**src/rtl/serial_stream_gate.sv**
```systemverilog
// Command-framed stream gate: accepts {swap,len}, forwards len words through a
// small FIFO and optionally reverses byte order on the way out.

module ssg_byte_lane #(
  parameter int W    = 64,
  parameter int LANE = 0
) (
  input  logic [W-1:0] head,
  input  logic         swap,
  output logic [7:0]   lane
);
  localparam int NB = W / 8;
  assign lane = swap ? head[(NB-1-LANE)*8 +: 8] : head[LANE*8 +: 8];
endmodule

module serial_stream_gate #(
  parameter int W        = 64,
  parameter int DEPTH    = 4,
  parameter int LEN_BITS = 9
) (
  input  logic                     clk,
  input  logic                     rst,
  input  logic [LEN_BITS:0]        cmd,
  input  logic                     cmd_hasAny,
  output logic                     cmd_consume,
  input  logic [W-1:0]             in,
  input  logic                     in_isReady,
  output logic                     in_canReceive,
  output logic [W-1:0]             out,
  output logic                     out_isReady,
  input  logic                     out_canReceive,
  output logic                     busy,
  output logic [$clog2(DEPTH):0]   count
);
  localparam int AW = $clog2(DEPTH);
  localparam int NB = W / 8;

  typedef struct packed {
    logic                swap;
    logic [LEN_BITS-1:0] len;
  } cmd_t;

  typedef enum logic [1:0] {IDLE, XFER, DRAIN} state_t;

  cmd_t                  cmd_req;
  state_t                state, state_nxt;
  logic [LEN_BITS-1:0]   remaining;
  logic                  swap_q;
  logic [AW-1:0]         wr_ptr, rd_ptr;
  logic [DEPTH-1:0][W-1:0] mem;
  logic [W-1:0]          head;
  logic [NB-1:0][7:0]    out_lanes;
  logic                  accept, push, pop;
  logic [AW:0]           count_nxt;

  assign cmd_req = cmd;

  always_ff @(posedge clk) begin
    if (!rst) state <= IDLE;
    else      state <= state_nxt;
  end

  // Handshake outputs come from registered state only; reset forces them low.
  always_comb begin
    state_nxt     = state;
    cmd_consume   = 1'b0;
    in_canReceive = 1'b0;
    out_isReady   = 1'b0;
    if (rst) begin
      cmd_consume   = cmd_hasAny && (state == IDLE);
      in_canReceive = (state == XFER) && (remaining != '0) && (count < (AW+1)'(DEPTH));
      out_isReady   = (count != '0);
    end
    accept    = cmd_consume && (cmd_req.len != '0);
    push      = in_isReady && in_canReceive;
    pop       = out_isReady && out_canReceive;
    count_nxt = count + (AW+1)'(push) - (AW+1)'(pop);
    case (state)
      IDLE:    if (accept) state_nxt = XFER;
      XFER:    if (push && (remaining == LEN_BITS'(1))) state_nxt = DRAIN;
      DRAIN:   if (count_nxt == '0) state_nxt = IDLE;
      default: state_nxt = IDLE;
    endcase
  end

  always_ff @(posedge clk) begin
    if (!rst) begin
      remaining <= '0;
      swap_q    <= 1'b0;
      wr_ptr    <= '0;
      rd_ptr    <= '0;
      count     <= '0;
    end else begin
      if (accept) begin
        remaining <= cmd_req.len;
        swap_q    <= cmd_req.swap;
      end else if (push) begin
        remaining <= remaining - LEN_BITS'(1);
      end
      if (push) wr_ptr <= wr_ptr + AW'(1);
      if (pop)  rd_ptr <= rd_ptr + AW'(1);
      count <= count_nxt;
    end
  end

  // Storage needs no reset: nothing is visible on out until count says so.
  always_ff @(posedge clk) begin
    if (push) mem[wr_ptr] <= in;
  end

  assign head = mem[rd_ptr];

  for (genvar i = 0; i < NB; i++) begin : g_lane
    ssg_byte_lane #(.W(W), .LANE(i)) u_lane (
      .head (head),
      .swap (swap_q),
      .lane (out_lanes[i])
    );
  end

  assign out  = out_isReady ? out_lanes : '0;
  assign busy = (state != IDLE);

endmodule
```
**config.mk**
```make
export PLATFORM = sky130hd
export DESIGN_NAME = serial_stream_gate
export DESIGN_NICKNAME = d
export VERILOG_FILES = /design/src/rtl/serial_stream_gate.sv
export SDC_FILE = /design/constraint.sdc
export NUM_CORES = 1
export LEC_CHECK = 0
export CAP_MARGIN = 5
export CORE_MARGIN = 10
export CORE_UTILIZATION = 40
export DETAILED_ROUTE_END_ITERATION = 8
export GPL_TIMING_DRIVEN = 1
export SLEW_MARGIN = 20
export SYNTH_ARGS = -nofsm -noshare
export SYNTH_HDL_FRONTEND = slang
export SYNTH_SLANG_ARGS = --single-unit
```
**constraint.sdc**
```tcl
create_clock -name clk -period 4.9 [get_ports clk]
set_input_delay 1.47 -clock clk [delete_from_list [all_inputs] [get_ports clk]]
set_output_delay 1.47 -clock clk [all_outputs]
set_load 0.005 [all_outputs]
```
Yosys cells after proc, flatten, opt, wreduce, memory -nomap -nowiden
Cells that the tools add are included.
Word-level totals
  input port bits: 79
  logic and storage cells: 64
  flip-flop bits (word level): 275
  output and inout port bits: 71
Operators by class
  multiplexer cells: 23
  order comparisons: 4
  equality and inequality tests: 6
  reduce and logical (&&, ||, !) cells: 16
  add/sub/neg operators: 5
Operators by type and width (count)
  $bwmux W256: 1
  $mux W64: 3
  $bmux W64 S2: 1
  $demux W64 S2: 1
  $mux W8: 8
  $mux W9: 2
  $reduce_bool A9 Y1: 2
  $eq A9 B1 Y1 const B: 1
  $sub A9 B1 Y9 const B: 1
  $logic_and A1 B1 Y1: 8
  $lt A2 B3 Y1 const B: 2
  $mux W2: 3
  $pmux W2 S3: 1
  $add A2 B1 Y2 const B: 2
  $ne A2 B2 Y1 const B: 2
  $reduce_bool A2 Y1: 2
  $add A3 B1 Y3: 1
  $logic_not A3 Y1: 1
  $lt A3 B3 Y1 const B: 1
  $mux W1: 3
  $reduce_and A3 Y1: 1
  $reduce_bool A3 Y1: 1
  $sub A3 B1 Y3: 1
  $eq A2 B1 Y1 const B: 1
  other kinds (4): 4

Logic depth before layout (Yosys ltp)
  depth after elaboration: 10
  gate-level depth with buffers: 14
  depth with buffers taken out: 13

Cells and area by module
A second synthesis with hierarchy kept.
Unflattened totals
  cells, all modules: 604
  area total of the unflattened synthesis: 11811.3 sq um
Modules (own cells, without submodules)
  serial_stream_gate: cells an instance 532, times used 1, area an instance 10760.3 sq um, seq. area each 8067.7 sq um
  ssg_byte_lane: cells an instance 9, times used 8, area an instance 131.4 sq um, seq. area each 0.0 sq um

Least setup slack after synthesis
OpenSTA, ideal clock, no wires.
  kind: input -> register
  from: input rst
  to: register mem[0] (netlist bit) (enable)
  arrival time: 4753 ps
  buffers on the path: 1
  setup slack: -340 ps
  stages on the path: 4
  library setup time: 487 ps
  required time: 4413 ps
  path through: and4bb_2 > o311ai_4 > buf_6 > nor2_1
On the way
  longest elaborated chain between the ends: 2
Ends and longest elaborated chain
  from (decl): line 22  | input logic rst,
  $mux W1: line 69  | if (rst) begin
  $logic_and A1 B1 Y1: line 75  | push = in_isReady && in_canReceive;
  to (signal, indexed assignment): line 108  | if (push) mem[wr_ptr] <= in;
  to (decl): line 50  | logic [DEPTH-1:0][W-1:0] mem;
Every way passes these cells.
A chain may end at the register's enable or synchronous reset.

Worst setup path after layout
  from: input rst
  to: output in_canReceive
On the way
  longest elaborated chain between the ends: 1
Ends and longest elaborated chain
  $mux W1: line 69
  to (decl): line 28  | output logic in_canReceive,
Every way passes these cells.

==> run_summary.xml <==
<?xml version="1.0" encoding="UTF-8"?>
<metrics>
  <group name="outcome">
    <metric name="outcome" unit="">complete, no violations</metric>
  </group>
  <group name="job">
    <metric name="drv.max_cap_violation_count" unit="">0</metric>
  </group>
  <group name="clock_tree">
    <metric name="postCtsHoldBufs" unit="">0</metric>
    <metric name="worst_setup_hold_path_clk_slew" unit="ns">0.06</metric>
    <metric name="post-cts-setup-buffer-count" unit="">0</metric>
    <metric name="cts_max_path_buffers" unit="">3</metric>
    <metric name="clock_sink_count" unit="">275</metric>
    <metric name="clock_tree_from_tritoncts" unit="">done</metric>
    <metric name="clock_insertion_delay_worst_skew" unit="ns">0.55</metric>
    <metric name="tritoncts.num_buffers" unit="">29</metric>
    <metric name="library_cell_used_as_clock_root_buffer" unit="">clkbuf_16</metric>
    <metric name="h-tree-depth" unit="">1</metric>
    <metric name="postCtsResizedCells" unit="">0</metric>
  </group>
  <group name="synthesis">
    <metric name="yosys_most_used_dff" unit="">edfxtp_1</metric>
    <metric name="synth.yosys.warnings" unit="">0</metric>
    <metric name="postSynthAreaPerCell" unit="um2">18.5</metric>
    <metric name="synth_area" unit="um2">11300</metric>
    <metric name="postSynth.asyncResetShare" unit="">0</metric>
    <metric name="postSynthCellCount" unit="">612</metric>
    <metric name="ys_seq_elements" unit="">275</metric>
    <metric name="synth_cell_types" unit="">50</metric>
    <metric name="postSynthNetCount" unit="">701</metric>
    <metric name="sequential_share_of_the_synthesized_area" unit="">0.714</metric>
    <metric name="synth_edf_count" unit="">256</metric>
  </group>
  <group name="critical_path">
    <metric name="timing.critical_path.required" unit="ns">3.43</metric>
    <metric name="regToRegSetupSlack" unit="ns">1.70</metric>
    <metric name="critPathMaxFanout" unit="">7</metric>
    <metric name="rr_startpoint" unit="">remaining[0]$_SDFFE_PN0P_</metric>
    <metric name="end_kind" unit="">output pin</metric>
    <metric name="worstReg2RegEnd" unit="">state[1]$_SDFFE_PN0P_</metric>
    <metric name="worst-setup-path-type" unit="">in2out</metric>
    <metric name="startpoint_type" unit="">input port</metric>
    <metric name="ff2ff_path_depth" unit="">13</metric>
    <metric name="worst_ep_arrival_time" unit="ns">3.29</metric>
  </group>
  <group name="power_and_ir_drop">
    <metric name="power_per_cell_area" unit="nW/um2">407</metric>
    <metric name="max-vdd-ir-drop" unit="uV">288</metric>
    <metric name="power_leakage" unit="nW">4.52</metric>
    <metric name="report.power.total" unit="mW">5.87</metric>
  </group>
  <group name="finish">
    <metric name="layout.cells.non_filler" unit="">1184</metric>
    <metric name="post_route_cell_area" unit="um2">14400</metric>
    <metric name="post_route_cells_drive_above_1_share" unit="">0.182</metric>
    <metric name="post_layout_net_count" unit="">870</metric>
    <metric name="area_growth" unit="%">27.6</metric>
    <metric name="most-common-layout-cells" unit="">edfxtp_1 (256), clkdlybuf4s50_1 (149), nor2_1 (74)</metric>
    <metric name="num-fill-cells" unit="">2252</metric>
    <metric name="final_common_cell" unit="">edfxtp_1</metric>
    <metric name="final-seq-area" unit="um2">8080</metric>
    <metric name="multi_input_combinational_cell_area" unit="um2">3080</metric>
  </group>
  <group name="sta">
    <metric name="timing.final.max_slew_violations" unit="">0</metric>
    <metric name="final_period_demand_of_the_worst_path" unit="ns">4.76</metric>
    <metric name="period_share" unit="">0.971</metric>
    <metric name="grt_setup_unrepaired" unit="">no</metric>
    <metric name="setup-violations-final" unit="">0</metric>
    <metric name="worst_slew_pin_slew" unit="ns">0.778</metric>
    <metric name="timing.final.hold_violations" unit="">0</metric>
    <metric name="max_freq" unit="MHz">210</metric>
    <metric name="post_route_clock_skew" unit="ns">0.0142</metric>
    <metric name="relSlewSlack" unit="">0.481</metric>
    <metric name="final_sum_of_negative_setup_slack" unit="ns">0</metric>
  </group>
  <group name="global_route">
    <metric name="grt.overflow.total" unit="">0</metric>
    <metric name="vias_in_the_first_global_route" unit="">6681</metric>
    <metric name="gr-usage-met1" unit="">0.169</metric>
    <metric name="gr-usage-met2" unit="">0.229</metric>
    <metric name="wire_length_of_the_first_global_routing_pass" unit="mm">38.2</metric>
    <metric name="grt.busiest_layer" unit="">met2</metric>
    <metric name="grt_resource_usage_total" unit="">0.136</metric>
    <metric name="grt_antenna_before_repair" unit="">3</metric>
    <metric name="grt_max_degree" unit="">47</metric>
    <metric name="grtUsageMet3" unit="">0.0399</metric>
  </group>
  <group name="die">
    <metric name="start_util" unit="">0.406</metric>
    <metric name="core_area" unit="um2">27900</metric>
    <metric name="io_pins" unit="">150</metric>
    <metric name="die-area" unit="um2">35400</metric>
    <metric name="horizontal_extent_of_the_die" unit="um">188</metric>
    <metric name="num_rows" unit="">61</metric>
    <metric name="fp.dieH" unit="um">188</metric>
  </group>
  <group name="detailed_routing">
    <metric name="via_per_inst" unit="">5.14</metric>
    <metric name="route.vias.total" unit="">6089</metric>
    <metric name="dr.first_iter.drc_count" unit="">332</metric>
    <metric name="drc" unit="">0</metric>
    <metric name="drtAntennaViolNets" unit="">0</metric>
    <metric name="detailedRoute.firstPassIterationCount" unit="">4</metric>
    <metric name="wl_per_cell" unit="um">20.7</metric>
    <metric name="finalWirelength" unit="mm">24.5</metric>
  </group>
  <group name="placement">
    <metric name="buffer_ports.inserted" unit="">149</metric>
    <metric name="finalWeightedCongestion" unit="">0.778</metric>
    <metric name="hpwl" unit="mm">15.7</metric>
    <metric name="numPlacedInstances" unit="">1128</metric>
    <metric name="postPlaceCellArea" unit="um2">13400</metric>
  </group>
  <group name="worst_hold_path">
    <metric name="min_delay_path_depth" unit="">1</metric>
    <metric name="hold_path.class" unit="">reg2reg</metric>
    <metric name="hold_path_startpoint" unit="">remaining[1]$_SDFFE_PN0P_</metric>
    <metric name="worstHoldEndpoint" unit="">remaining[1]$_SDFFE_PN0P_</metric>
  </group>
</metrics>
-- cells by family after synthesis --
logic type,count (synthesis),share of synthesized area
flip-flops,275,0.714
AND/OR/NAND/NOR,116,0.0469
multiplexers,130,0.186
XOR/XNOR,5,0.00387
adder cells (fa/ha/maj),10,0.0117
buffers and inverters,48,0.0177
AO/OA/AOI/OAI,28,0.0203
-- metal layers --
metal | up-vias | routed length, um | part of all wire
met3 | 36 | 1560 | 0.064
met4 | 2 | 427 | 0.017
met1 | 3127 | 10400 | 0.43
li1 | 2786 | - | -
met2 | 138 | 12100 | 0.49
met5 | - | 12 | 0.00049
-- worst max-delay path by stage --
stage	startpoint	to	slack, ns	cells past startpoint
4_1_cts	rst	in_canReceive	0.16	5
2_1_floorplan	rst	mem[0]$_DFFE_PP_	-0.34	4
3_3_place_gp	rst	in_canReceive	0.19	5
5_1_grt	rst	in_canReceive	0.10	5
6_report	rst	in_canReceive	0.14	5
3_5_place_dp	rst	in_canReceive	0.15	5
-- where the power goes --
part	leakage (nW)	internal (mW)	switching, mW
Clock	0.469	1.35	0.887
Sequential	2.46	2.61	0.0567
Combinational	1.59	0.534	0.428
-- synth_stat cells (3+ instances only) --
master,count,area [um2]
a31oi_1,3,18.8
buf_1,6,22.5
buf_2,7,35.0
clkbuf_1,17,63.8
dfxtp_1,19,380
edfxtp_1,256,7690
ha_1,9,113
inv_1,15,56.3
mux2i_1,66,661
mux4_2,64,1440
nand2_1,11,41.3
nand3_1,3,15.0
nor2_1,78,293
nor4_1,3,18.8
o21ai_0,4,20.0
o31ai_1,3,22.5
or4_1,3,22.5
xnor2_1,3,26.3
-- cell type report --
cell class / instances / area share
clock inverters: 22 / 0.0179
clock buffers: 32 / 0.0511
inverters: 16 / 0.00416
flip-flops and latches: 275 / 0.560
multi-input cells: 289 / 0.214
diodes: 2 / 0.000347
well taps: 378 / 0.0328
repair buffers: 170 / 0.120
-- flip-flops by register name, summed over array words and instances (netlist names) --
signal / flops
swap_q: 1
remaining: 9
mem: 256
count: 3
rd_ptr: 2
state: 2
wr_ptr: 2
-- stage by stage --
stage          worst slack, ns  hold WS (ns)   util
6_report                 0.144         0.510  0.518
5_1_grt                  0.104         0.554  0.518
4_1_cts                  0.163         0.512  0.518
3_5_place_dp             0.154         0.498  0.482
3_3_place_gp             0.193         0.489  0.482
2_1_floorplan           -0.340         0.472      -
-- worst max-delay path: stages --
cell and delay (ns):
clkdlybuf4s50_1 0.63, buf_4 0.21, and4bb_2 0.30, o31a_1 0.16, clkdlybuf4s50_1 0.52
Note: power is estimated with default switching activity, not from simulation.
